==> src/rtl/cpu_pkg.sv <==
// ----------------------------------------------------------------------------
// cpu_pkg
//  Shared definitions for the EC413 CPU pipeline stages.
//  Holds the datapath width, opcode constants, instruction field positions,
//  the next-PC source enumeration used by fetch, and a sign-extension helper.
//  No ports (package).
// ----------------------------------------------------------------------------
package cpu_pkg;

   localparam int XLEN = 32;

   // Opcodes that the front end cares about; the rest are decoded downstream.
   localparam logic [5:0] OP_J   = 6'b000001;
   localparam logic [5:0] OP_JAL = 6'b000010;
   localparam logic [5:0] OP_BNE = 6'b000100;
   localparam logic [5:0] OP_BEQ = 6'b000101;

   // Instruction field slice positions.
   localparam int OPC_MSB = 31;
   localparam int OPC_LSB = 26;
   localparam int IMM_MSB = 15;
   localparam int IMM_LSB = 0;

   // Source selected for the next PC value.
   typedef enum logic [1:0] {
      NPC_SEQ,
      NPC_JUMP,
      NPC_HOLD,
      NPC_REDIRECT
   } npc_sel_e;

   function automatic logic [XLEN-1:0] sext16(input logic [15:0] imm);
      return {{(XLEN-16){imm[15]}}, imm};
   endfunction

endpackage

==> src/rtl/fetch_next_pc.sv <==
// ----------------------------------------------------------------------------
// fetch_next_pc
//  Combinational next-PC selection for the fetch stage, including early
//  decode of J/JAL so the jump target is fetched on the very next edge.
//  Ports:
//   pc_i           current PC (word index)
//   opcode_i       opcode field of the word fetched at pc_i
//   imm_i          16-bit immediate of the word fetched at pc_i
//   stall_i        hold the PC
//   redirect_i     downstream branch taken
//   redirect_pc_i  branch target
//   next_pc_o      PC value for the next edge
//   jmp_o          the fetched word is a J/JAL being redirected in fetch
// ----------------------------------------------------------------------------
module fetch_next_pc #(
   parameter logic [5:0] OP_J       = cpu_pkg::OP_J,
   parameter logic [5:0] OP_JAL     = cpu_pkg::OP_JAL,
   parameter bit         EARLY_JUMP = 1'b1
) (
   input  logic [cpu_pkg::XLEN-1:0] pc_i,
   input  logic [5:0]               opcode_i,
   input  logic [15:0]              imm_i,
   input  logic                     stall_i,
   input  logic                     redirect_i,
   input  logic [cpu_pkg::XLEN-1:0] redirect_pc_i,
   output logic [cpu_pkg::XLEN-1:0] next_pc_o,
   output logic                     jmp_o
);
   import cpu_pkg::*;

   npc_sel_e        sel;
   logic [XLEN-1:0] pc_plus1;
   logic [XLEN-1:0] jump_target;
   logic            is_jump_op;

   // A jump only counts when the word is actually being accepted this edge:
   // a redirect or stall means the word at pc_i is not moving forward, so its
   // opcode must not steer the PC. Redirect beats stall so a resolved branch
   // is never dropped. Additions wrap naturally at 2^32.
   always_comb begin
      pc_plus1    = pc_i + 32'd1;
      jump_target = pc_plus1 + sext16(imm_i);
      is_jump_op  = (opcode_i == OP_J) || (opcode_i == OP_JAL);
      jmp_o       = EARLY_JUMP && is_jump_op && !redirect_i && !stall_i;

      if (redirect_i) begin
         sel = NPC_REDIRECT;
      end else if (stall_i) begin
         sel = NPC_HOLD;
      end else if (jmp_o) begin
         sel = NPC_JUMP;
      end else begin
         sel = NPC_SEQ;
      end

      case (sel)
         NPC_REDIRECT: next_pc_o = redirect_pc_i;
         NPC_HOLD:     next_pc_o = pc_i;
         NPC_JUMP:     next_pc_o = jump_target;
         NPC_SEQ:      next_pc_o = pc_plus1;
         default:      next_pc_o = pc_plus1;
      endcase
   end

endmodule

==> src/rtl/fetch_stage.sv <==
// ----------------------------------------------------------------------------
// fetch_stage
//  Instruction-fetch stage of the EC413 CPU. Owns the PC, presents it to
//  instruction memory, and captures the returned word into IF/ID. J/JAL are
//  redirected early; branches, stalls and flushes arrive from downstream.
//  The PC is a word index.
//  Ports:
//   clk, rst_n       clock (rising edge), asynchronous active-low reset
//   stall_i          hold PC and IF/ID
//   flush_i          invalidate IF/ID on this edge
//   redirect_i       downstream branch taken, target on redirect_pc_i
//   imem_pc_o        instruction memory address (the PC register)
//   imem_instr_i     combinational instruction word for imem_pc_o
//   ifid_instr_o     registered instruction
//   ifid_pc_o        PC of ifid_instr_o
//   ifid_pc1_o       ifid_pc_o+1, link value for JAL
//   ifid_valid_o     IF/ID holds a live instruction
//   fetch_cnt_o      number of instructions accepted into IF/ID
// ----------------------------------------------------------------------------
module fetch_stage #(
   parameter logic [31:0] RESET_PC   = 32'd0,
   parameter logic [5:0]  OP_J       = cpu_pkg::OP_J,
   parameter logic [5:0]  OP_JAL     = cpu_pkg::OP_JAL,
   parameter bit          EARLY_JUMP = 1'b1
) (
   input  logic                     clk,
   input  logic                     rst_n,
   input  logic                     stall_i,
   input  logic                     flush_i,
   input  logic                     redirect_i,
   input  logic [cpu_pkg::XLEN-1:0] redirect_pc_i,
   output logic [cpu_pkg::XLEN-1:0] imem_pc_o,
   input  logic [cpu_pkg::XLEN-1:0] imem_instr_i,
   output logic [cpu_pkg::XLEN-1:0] ifid_instr_o,
   output logic [cpu_pkg::XLEN-1:0] ifid_pc_o,
   output logic [cpu_pkg::XLEN-1:0] ifid_pc1_o,
   output logic                     ifid_valid_o,
   output logic [cpu_pkg::XLEN-1:0] fetch_cnt_o
);
   import cpu_pkg::*;

   logic [XLEN-1:0] pc_q, pc_d;
   logic [XLEN-1:0] ifid_instr_q, ifid_instr_d;
   logic [XLEN-1:0] ifid_pc_q, ifid_pc_d;
   logic [XLEN-1:0] ifid_pc1_q, ifid_pc1_d;
   logic            ifid_valid_q, ifid_valid_d;
   logic [XLEN-1:0] fetch_cnt_q, fetch_cnt_d;
   logic            jmp;

   fetch_next_pc #(
      .OP_J       (OP_J),
      .OP_JAL     (OP_JAL),
      .EARLY_JUMP (EARLY_JUMP)
   ) u_next_pc (
      .pc_i          (pc_q),
      .opcode_i      (imem_instr_i[OPC_MSB:OPC_LSB]),
      .imm_i         (imem_instr_i[IMM_MSB:IMM_LSB]),
      .stall_i       (stall_i),
      .redirect_i    (redirect_i),
      .redirect_pc_i (redirect_pc_i),
      .next_pc_o     (pc_d),
      .jmp_o         (jmp)
   );

   // IF/ID capture. A redirect or flush kills the slot but leaves the data
   // fields untouched; a jump word itself is captured valid so JAL can link
   // from ifid_pc1.
   always_comb begin
      ifid_instr_d = ifid_instr_q;
      ifid_pc_d    = ifid_pc_q;
      ifid_pc1_d   = ifid_pc1_q;
      ifid_valid_d = ifid_valid_q;
      fetch_cnt_d  = fetch_cnt_q;
      if (redirect_i || flush_i) begin
         ifid_valid_d = 1'b0;
      end else if (!stall_i) begin
         ifid_instr_d = imem_instr_i;
         ifid_pc_d    = pc_q;
         ifid_pc1_d   = pc_q + 32'd1;
         ifid_valid_d = 1'b1;
         fetch_cnt_d  = fetch_cnt_q + 32'd1;
      end
   end

   always_ff @(posedge clk or negedge rst_n) begin
      if (!rst_n) begin
         pc_q         <= RESET_PC;
         ifid_instr_q <= '0;
         ifid_pc_q    <= '0;
         ifid_pc1_q   <= '0;
         ifid_valid_q <= 1'b0;
         fetch_cnt_q  <= '0;
      end else begin
         pc_q         <= pc_d;
         ifid_instr_q <= ifid_instr_d;
         ifid_pc_q    <= ifid_pc_d;
         ifid_pc1_q   <= ifid_pc1_d;
         ifid_valid_q <= ifid_valid_d;
         fetch_cnt_q  <= fetch_cnt_d;
      end
   end

   // Early jumps are only ever taken on an edge where the word is accepted.
   jmp_only_when_accepted: assert property (@(posedge clk) disable iff (!rst_n)
      jmp |-> (!stall_i && !redirect_i));

   assign imem_pc_o    = pc_q;
   assign ifid_instr_o = ifid_instr_q;
   assign ifid_pc_o    = ifid_pc_q;
   assign ifid_pc1_o   = ifid_pc1_q;
   assign ifid_valid_o = ifid_valid_q;
   assign fetch_cnt_o  = fetch_cnt_q;

endmodule

==> config.mk <==
export PLATFORM = sky130hd
export DESIGN_NAME = fetch_stage
export DESIGN_NICKNAME = d
export VERILOG_FILES = /design/src/rtl/cpu_pkg.sv /design/src/rtl/fetch_next_pc.sv /design/src/rtl/fetch_stage.sv
export SDC_FILE = /design/constraint.sdc
export NUM_CORES = 1
export LEC_CHECK = 0
export ABC_AREA = 1
export CAP_MARGIN = 5
export CORE_ASPECT_RATIO = 1.2
export CORE_MARGIN = 5
export CORE_UTILIZATION = 53
export CTS_BUF_LIST = sky130_fd_sc_hd__clkbuf_4
export DETAILED_ROUTE_END_ITERATION = 7
export GPL_TIMING_DRIVEN = 0
export PLACE_DENSITY = 0.93
export SLEW_MARGIN = 20
export SYNTH_ARGS = -nofsm -noshare
export SYNTH_HDL_FRONTEND = slang
export SYNTH_SLANG_ARGS = --single-unit
export TNS_END_PERCENT = 20
==> constraint.sdc <==
create_clock -name clk -period 3.36 [get_ports clk]
set_input_delay 1.008 -clock clk [delete_from_list [all_inputs] [get_ports clk]]
set_output_delay 1.008 -clock clk [all_outputs]
set_load 0.02 [all_outputs]
* After elaboration in Yosys (flattened, before gate mapping) *
Index checks and enable logic that the tools add are counted.
Widths: inputs -> output; s select.

storage, ports and cells
  flip-flop bits (word level) = 161
  latch bits = 0
  memory bits (writable) = 0
  ROM bits = 0
  input port bits = 69
  output and inout port bits = 161
  logic and storage cells = 31
  memories = 0

cells by class
  add/subtract/negate cells = 3
  multipliers = 0
  div/mod/pow operators = 0
  $lt $le $gt $ge = 0
  eq/ne operators = 6
  shift operators = 0
  muxes and demuxes = 6
  bitwise gates (word level) = 2
  reductions and logical operators = 8

operators by type and width
  kind                   count
  $pmux 32 s3            1
  $add 32x1->32 const B  2
  $add 32x32->32         1
  $eq 6x1->1 const B     1
  $eq 6x2->1 const B     1
  $eq 2x2->1 const B     2
  $mux 2                 2
  $mux 1                 3
  $eq 2x1->1 const B     1
  $logic_and 1x1->1      2
  $logic_not 1->1        2
  $logic_not 2->1        1
  $logic_or 1x1->1       2
  $ne 2x1->1 const B     1
  $not 1->1              2
  $reduce_and 2->1       1

* Longest topological paths before layout *
Gate-level depths: netlist of the first run.

  depth in word-level cells = 9
  depth in mapped cells = 24
  mapped depth without buffers = 24

* Modules after synthesis *
A second synthesis of the first run with hierarchy kept.

second synthesis, totals
  cells, all modules = 1629
  area total of the unflattened synthesis = 11101.9 um2

modules (own cells, without submodules)
  module         instances  cells an instance  area an instance (um2)  seq. area each (um2)
  fetch_stage    1          820                7035.5                  4028.9
  fetch_next_pc  1          809                4066.4                  0.0

* Worst setup path before layout of the first run *
No wires, ideal clock.

  kind = flip-flop to flip-flop
  start = register pc_q[1], in the netlist imem_pc_o[1]
  end = register pc_q[29], in the netlist imem_pc_o[29]
  setup time = 0.077 ns
  arrival time = 2.734 ns
  path slack = 0.548 ns
  stages on the path, launching flop included = 22
  clock period less this slack = 2.812 ns
  path through = dfrtp_1 ha_1 nand2_1 inv_1 nand2_2 nor2_2 nand2_1 nor2_2 nand3_1 and2_1 ha_1 nand2_1 nand2_1 a21oi_1 nand2_1 inv_1 nor2_1 nor2_1 nand2_1 nand2_1 nand3_1 a21oi_1

between the ends
  word-level cells in the longest chain between the ends = 3

RTL lines
  element                     line                 RTL
  start, declared             fetch_stage.sv:42    logic [XLEN-1:0] pc_q, pc_d;
  start signal, assigned      fetch_stage.sv:94    pc_q <= pc_d;
  $add 32x1->32               fetch_next_pc.sv:41  pc_plus1 = pc_i + 32'd1;
  via u_next_pc.pc_plus1[18]  fetch_next_pc.sv:32  logic [XLEN-1:0] pc_plus1;
  $add 32x32->32              fetch_next_pc.sv:42  jump_target = pc_plus1 + sext16(imm_i);
  $pmux 32 s3                 fetch_next_pc.sv:56  case (sel)

The timed path passes the listed nets, and every way through them passes these cells.
A chain may end at the register's enable or synchronous reset.

* Final worst setup path of the first run *
  start = register pc_q[2], in the netlist imem_pc_o[2]
  end = register pc_q[13], in the netlist imem_pc_o[13]

Same word-level chain as after synthesis.

==> key figures, run 1 <==
Setup path
  – FF-to-FF setup slack: between 0.2 and 0.25 ns
  – Reg2Reg Launch Point: imem_pc_o[2]$_DFFE_PN0P_
  – Worst path required time: 3.84 ns
  – Worst EP arrival: ~3.6 ns
  – Crit end category: flop
  – Reg-to-reg critical path endpoint: imem_pc_o[13]$_DFFE_PN0P_
  – Reg2reg path depth: 16
  – Crit-path max FO: 8
  – Critical Path Start Type: flop
  – Critical path class: reg2reg
  – Critical Path Source: imem_pc_o[2]$_DFFE_PN0P_

Power
  – P_leak: between 6 and 7 nW
  – Switch share: 41.1%
  – Clock power share: about a fifth
  – Sequential cell fraction of total power: 40.3%
  – P_int: 0.00362 W
  – Power density over cell area: 462 nW/um^2
  – VDD IR max: 0.228 mV
  – Sw Pwr: 0.00253 W
  – Combinational power share: 39.1%

CTS
  – Clock root cell: clkbuf_4
  – H-tree depth: 4
  – Clock Pin Slew Worst Setup and Hold Paths: 0.17 ns
  – CTS tree: done
  – CTS buffer count: 17
  – Clock sink count: ~160
  – CTS max path bufs: 2
  – Worst-Skew Late Latency: 0.60 ns
  – Post-CTS Hold Fix Bufs: 0

Synth
  – Yosys reg bits: 161
  – Unique masters post-synth: 42
  – Synthesized Nets: 1575
  – Average size of a mapped cell: a little under 7 um^2
  – Number of synthesized flops with an enable pin: 0
  – Post-synth ARST share: 100%
  – Synth area leader: dfrtp_1
  – Top post-synthesis cells by area: dfrtp_1 (40%), nand2_1 (20%), inv_1 (7.4%)
  – Post-synth top area share: 39.7%
  – Yosys Warn Count: 0
  – Predominant post-synthesis flop cell: dfrtp_1
  – Sequential fraction of the synthesis area: approximately two fifths
  – Synthesized area: a little over 10000 um^2
  – Post-Syn Instances: around 1500

Route
  – Wire length per cell: 17.9 um
  – DRT Pass-1 Iters: 5
  – Vias: approximately 11000
  – DRT antenna net count: 0
  – Initial DRC Count: around 800
  – DR vias/cell: 5.39
  – DRC viols: 0
  – Routed wire length: between 30000 and 40000 um

Final layout
  – Final #Nets: 1829
  – Share of cells above drive strength 1: 6.63%
  – FF+latch area: 4040 um^2
  – Fin cells: 1992
  – Fill count: 1631
  – P&R area growth vs syn: 31.2%
  – Area of the multi-input gates: 5330 um^2

Global routing
  – Congestion Overflow GR: 0
  – Vias in the first global route: 10700
  – Global Route Usage Sum: 32.8%
  – Antenna violations before repair: 1
  – First-pass GRT wire length: 56100 um
  – Pin count of the biggest net entering global routing: 60

Placement
  – Gpl congestion: between 0.9 and 1
  – Post-DP HPWL: 29200 um
  – Buffers on Ports: 228
  – DP Cell Count: a little under 2000

Floorplan
  – Core ar.: 18900 um^2
  – I/O Pins: 230
  – Die X: approximately 140 um
  – FP Rows: 55
  – Die H: 162 um
  – Initial Util: around 54%
  – Die area: 22000 um^2

Timing
  – Min Clock Period, post-route: 3.14 ns
  – Final Hold Viols: 0
  – Max_slew headroom: 32.9%
  – Peak Freq: ~320 MHz
  – Slew Viols, Final: 0
  – Final Skew: ~0.027 ns
  – Worst-margin pin slew: 1.01 ns
  – Setup Viol. Count Final: 0
  – Final worst-path cycle share: 93.5%
  – Setup TNS: 0 ns

Hold path
  – HP Class: in2async

Run status
  – Status: completed

Run
  – Max Cap Violations: 0
metrics by stage:
| step | hold slack [ns] | power, W | setup slack [ns] | util [%] | cell area (um^2) |
|---|---|---|---|---|---|
| after floorplan | 0.578 | 0.00373 | 0.548 | - | 10100 |
| after global placement | 0.458 | 0.00479 | -5.09 | 67.6 | 12700 |
| after detailed placement | 0.460 | 0.00486 | -0.377 | 67.9 | 12800 |
| after CTS | 0.271 | 0.00611 | 0.000885 | 69.7 | 13100 |
| after global routing | 0.284 | 0.00648 | -0.00862 | 70.6 | 13300 |
| final | 0.272 | 0.00615 | 0.220 | 70.6 | 13300 |
cells in the final DEF, fill, tap and decap left out, types with 7 or more instances in the layout:
cell type        netlist  final
a21oi_1               65     62
dfrtp_1              161    155
xor2_1                39     31
xor2_2                 1      9
nor2_1               111    105
nor3_1                20     17
clkbuf_1              25     25
nand4_1               16     16
clkbuf_4               0     17
o21ai_0               62     62
o21bai_1               7      7
inv_1                199    197
a31oi_1                7      7
clkdlybuf4s50_1        0    226
nand2_2                4      8
nand3b_1               8      8
nor2_2                 9     13
or2_2                  7      7
nand3_1               81     81
ha_1                  37     35
nand2_1              548    544
inv_2                  5      7
synthesized netlist by cell type, types with 2 or more instances:
master	n
a21boi_0	4
a21oi_1	65
a22oi_1	2
a31oi_1	7
a32oi_1	6
and2_1	7
and3_1	2
buf_1	5
buf_2	5
clkbuf_1	25
dfrtp_1	161
ha_1	37
inv_1	199
inv_2	5
nand2_1	548
nand2_2	4
nand3_1	81
nand3b_1	8
nand4_1	16
nor2_1	111
nor2_2	9
nor2_4	3
nor3_1	20
nor4_1	5
o21ai_0	62
o21ai_1	2
o21bai_1	7
or2_2	7
xnor2_1	4
xor2_1	39
power by group through the flow:
stage          Combinational [W]  Sequential, W  Clock, W
2_1_floorplan           0.000931        0.00280         0
3_3_place_gp             0.00229        0.00250         0
3_5_place_dp             0.00235        0.00251         0
4_1_cts                  0.00236        0.00247   0.00127
5_1_grt                  0.00262        0.00252   0.00135
6_report                 0.00241        0.00248   0.00127
area by class of cell:
cell class,instances,share of cell area (%)
Antenna cell,1,0.0188
Buffer,36,1.12
Clock buffer,17,0.959
Clock inverter,15,1.42
Inverter,205,5.78
Multi-Input combinational cell,1066,40.1
Sequential cell,161,30.3
Tap cell,256,2.41
Timing Repair Buffer,235,17.9
cell families (layout without fill, tap and decap cells):
family / after synthesis / after routing / synth area share [%]
XOR/XNOR: 44 / 44 / 3.87
other: 0 / 1 / 0
flip-flops: 161 / 161 / 39.7
AO/OA/AOI/OAI: 157 / 157 / 8.44
AND/OR/NAND/NOR: 827 / 827 / 34.2
buffers and inverters: 241 / 508 / 9.05
adder cells (fa/ha/maj): 38 / 38 / 4.76
repair_timing:
| action | 4_1_cts | 5_1_grt |
|---|---|---|
| endpoints found under the setup margin | 11 | 20 |
| setup buffers | 0 | 5 |
| gates cloned | 0 | 0 |
| pin swaps | 0 | 1 |
| gates resized for setup | 5 | 33 |
critical path, stage by stage (launching register included):
cell and delay [ns]:
dfrtp_2 0.49, nand2_1 0.10, nor2_1 0.18, nand2_2 0.18
inv_1 0.17, nand2_1 0.11, xor2_2 0.30, ha_1 0.33
nand2_1 0.16, inv_1 0.06, nand2_1 0.06, nand3_1 0.11
a21oi_1 0.14, nand2_1 0.15, or2_2 0.31, nand3_1 0.09
a31oi_1 0.08
registers in the layout (all words and copies together), names as in the netlist:
| name | cells |
|---|---|
| fetch_cnt_o | 32 |
| ifid_pc1_o | 32 |
| imem_pc_o | 32 |
| ifid_valid_o | 1 |
| ifid_pc_o | 32 |
| ifid_instr_o | 32 |
layer usage:
layer | GRT usage, % | wire length [um]
met5 | 0 | 0
met4 | 15.0 | 1750
met3 | 5.39 | 2900
met2 | 57.0 | 17500
met1 | 39.6 | 13500
how the worst max path moves through the flow:
stage                     cells past startpoint  slack [ns]                   endpoint
after floorplan                              21        0.55  imem_pc_o[29]$_DFFE_PN0P_
after global placement                        1       -5.09  imem_pc_o[29]$_DFFE_PN0P_
after detailed placement                     13       -0.38  imem_pc_o[28]$_DFFE_PN0P_
after CTS                                    19      0.0009  imem_pc_o[28]$_DFFE_PN0P_
after global routing                         19      -0.009  imem_pc_o[28]$_DFFE_PN0P_
final                                        16        0.22  imem_pc_o[13]$_DFFE_PN0P_
(Power assumes the default switching activity.)
==> run 2, diff against run 1 <==
--- a/config.mk
+++ b/config.mk
@@ -9,11 +9,12 @@
 export CAP_MARGIN = 5
 export CORE_ASPECT_RATIO = 1.2
 export CORE_MARGIN = 5
-export CORE_UTILIZATION = 53
+export CORE_UTILIZATION = 67
 export CTS_BUF_LIST = sky130_fd_sc_hd__clkbuf_4
 export DETAILED_ROUTE_END_ITERATION = 7
+export DONT_BUFFER_PORTS = 1
 export GPL_TIMING_DRIVEN = 0
-export PLACE_DENSITY = 0.93
+export PLACE_DENSITY = 0.92
 export SLEW_MARGIN = 20
 export SYNTH_ARGS = -nofsm -noshare
 export SYNTH_HDL_FRONTEND = slang
==> run 2 against run 1 <==
Compared with the run above: core utilization is 2.6 points higher; clock power is 4% lower; first-iteration DRC count is 19% higher.
==> key figures, run 2 (synthesized netlist as in run 1, its figures left out) <==
Placement
  – Gpl congestion: 0.986
  – Post-DP HPWL: 25800 um
  – Buffers on Ports: 0
  – Post-place setup slack: -0.242 ns

Timing
  – Final worst-path cycle share: 97.2%
  – Final Hold Viols: 0
  – Max_slew headroom: 54.2%
  – RSZ-0062 raised after global routing: yes
  – Setup Viol. Count Final: 0
  – Slew Viols, Final: 0
  – Min Clock Period, post-route: 3.27 ns
  – Setup TNS: 0 ns
  – Final worst slack: 0.0936 ns
  – Final Skew: 0.0226 ns
  – Worst-margin pin slew: 0.688 ns
  – Peak Freq: 306 MHz

Global routing
  – Pin count of the biggest net entering global routing: about 160
  – Antenna violations before repair: 4
  – Congestion Overflow GR: 0
  – Global Route Usage Sum: 37.2%
  – Vias in the first global route: 9483
  – First-pass GRT wire length: 50100 um

CTS
  – Post-CTS Hold Fix Bufs: 0
  – CTS tree: done
  – Clock Pin Slew Worst Setup and Hold Paths: about 0.16 ns
  – CTS buffer count: 17
  – Clock sink count: 161
  – Worst-Skew Late Latency: 0.61 ns
  – Clock root cell: clkbuf_4
  – CTS max path bufs: 2
  – H-tree depth: 4

Setup path
  – Critical Path Start Type: flop
  – Crit end category: flop
  – Worst EP arrival: approximately 3.8 ns
  – Reg2reg path depth: 16
  – Crit-path max FO: 6
  – Critical path class: reg2reg
  – Worst path required time: 3.89 ns

Power
  – VDD IR max: 0.307 mV
  – Power density over cell area: 494 nW/um^2
  – P_leak: 5.81 nW

Route
  – Wire length per cell: 19.1 um
  – Initial DRC Count: 977
  – Routed wire length: roughly 33000 um
  – DRT Pass-1 Iters: 6
  – DRC viols: 0
  – Vias: 9833
  – DRT antenna net count: 0
  – DR vias/cell: 5.74

Floorplan
  – Core ar.: between 10000 and 15000 um^2
  – Initial Util: 67.8%
  – I/O Pins: 230
  – Die H: 145 um
  – Die X: roughly 120 um
  – FP Rows: 49
  – Die area: 17700 um^2

Final layout
  – Leading cell type in the layout, fill and taps excluded: nand2_1
  – P&R area growth vs syn: 7.98%
  – Commonest non-fill, non-tap cells in the layout: nand2_1 (544), inv_1 (197), dfrtp_1 (139)
  – Share of cells above drive strength 1: under 10%
  – Final #Nets: 1599

Run
  – Max Cap Violations: 0

Hold path
  – HP Class: in2async

Run status
  – Status: completed
## run 2: changes by cell type in the layout (fill, tap and decap cells not counted), moves of 2 or more
cell,change
clkdlybuf4s50_1,-226
dfrtp_1,-16
dfrtp_2,+16
inv_6,+3
buf_16,-2
clkinv_2,+2
clkinv_4,-2
diode_2,+2
inv_8,-2
nor3_1,-2
## run 2: layout make-up
class	count	area (um^2)
tap	204	255
multi-input combinational	1066	5380
buffer	36	149
clock inverter	15	169
timing repair buffer	5	37.5
antenna	3	7.51
clock buffer	17	128
inverter	205	769
fill	1230	4010
sequential	161	4060
## run 2: per-stage QoR
stage	std cells	utilization (%)	hold slack (ns)	power, W	instance area (um^2)
after detailed placement	1672	69.5	0.605	0.00414	10400
after global routing	1712	73.2	0.0203	0.00570	11000
after CTS	1704	71.7	0.0498	0.00533	10700
after floorplan	1468	-	0.578	0.00373	10100
final	1712	73.2	0.0634	0.00542	11000
after global placement	1672	69.5	0.603	0.00408	10400
## run 2: final timing paths
path | start | end | slack, ns
setup / recovery | imem_pc_o[0]$_DFFE_PN0P_ | imem_pc_o[29]$_DFFE_PN0P_ | 0.09
hold / removal | rst_n | ifid_instr_o[27]$_DFFE_PN0P_ | 0.06
setup reg to reg | imem_pc_o[0]$_DFFE_PN0P_ | imem_pc_o[29]$_DFFE_PN0P_ | 0.09
hold reg to reg | fetch_cnt_o[31]$_DFFE_PN0P_ | fetch_cnt_o[31]$_DFFE_PN0P_ | 0.63
max in group asynchronous | rst_n | imem_pc_o[21]$_DFFE_PN0P_ | 3.10
min in group clk | flush_i | ifid_valid_o$_DFFE_PN0P_ | 0.45
## run 2: critical path, cell delays in order (launching register included)
cell and delay (ns):
dfrtp_2 0.52, inv_1 0.20, nor2_2 0.19, nand2_2 0.17
inv_1 0.17, nand2_1 0.15, xor2_4 0.21, ha_1 0.33
nand2_1 0.11, nor2_1 0.22, and3_1 0.20, nand2_1 0.05
nand2_1 0.16, nand2_1 0.13, nand3_1 0.11, nand3_1 0.12
a21oi_1 0.16
## run 2: power by group
| group | switching [W] | internal, W |
|---|---|---|
| Combinational | 0.000835 | 0.000444 |
| Sequential | 0.000699 | 0.00222 |
| Clock | 0.000813 | 0.000406 |
## run 2: what timing repair did
item / 4_1_cts / 5_1_grt
setup buffers: 0 / 5
pin swaps: 0 / 3
gates resized for setup: 11 / 49
endpoints found under the setup margin: 18 / 21
## run 2: layer usage
layer  wire length, um  vias to the layer above  global-route usage, %
li1                  -                     4654                      -
met1             11800                     4569                   43.7
met2             15900                      495                   63.0
met3              3380                      113                   10.8
met4              1490                        2                   17.0
met5                 7                        -                      0
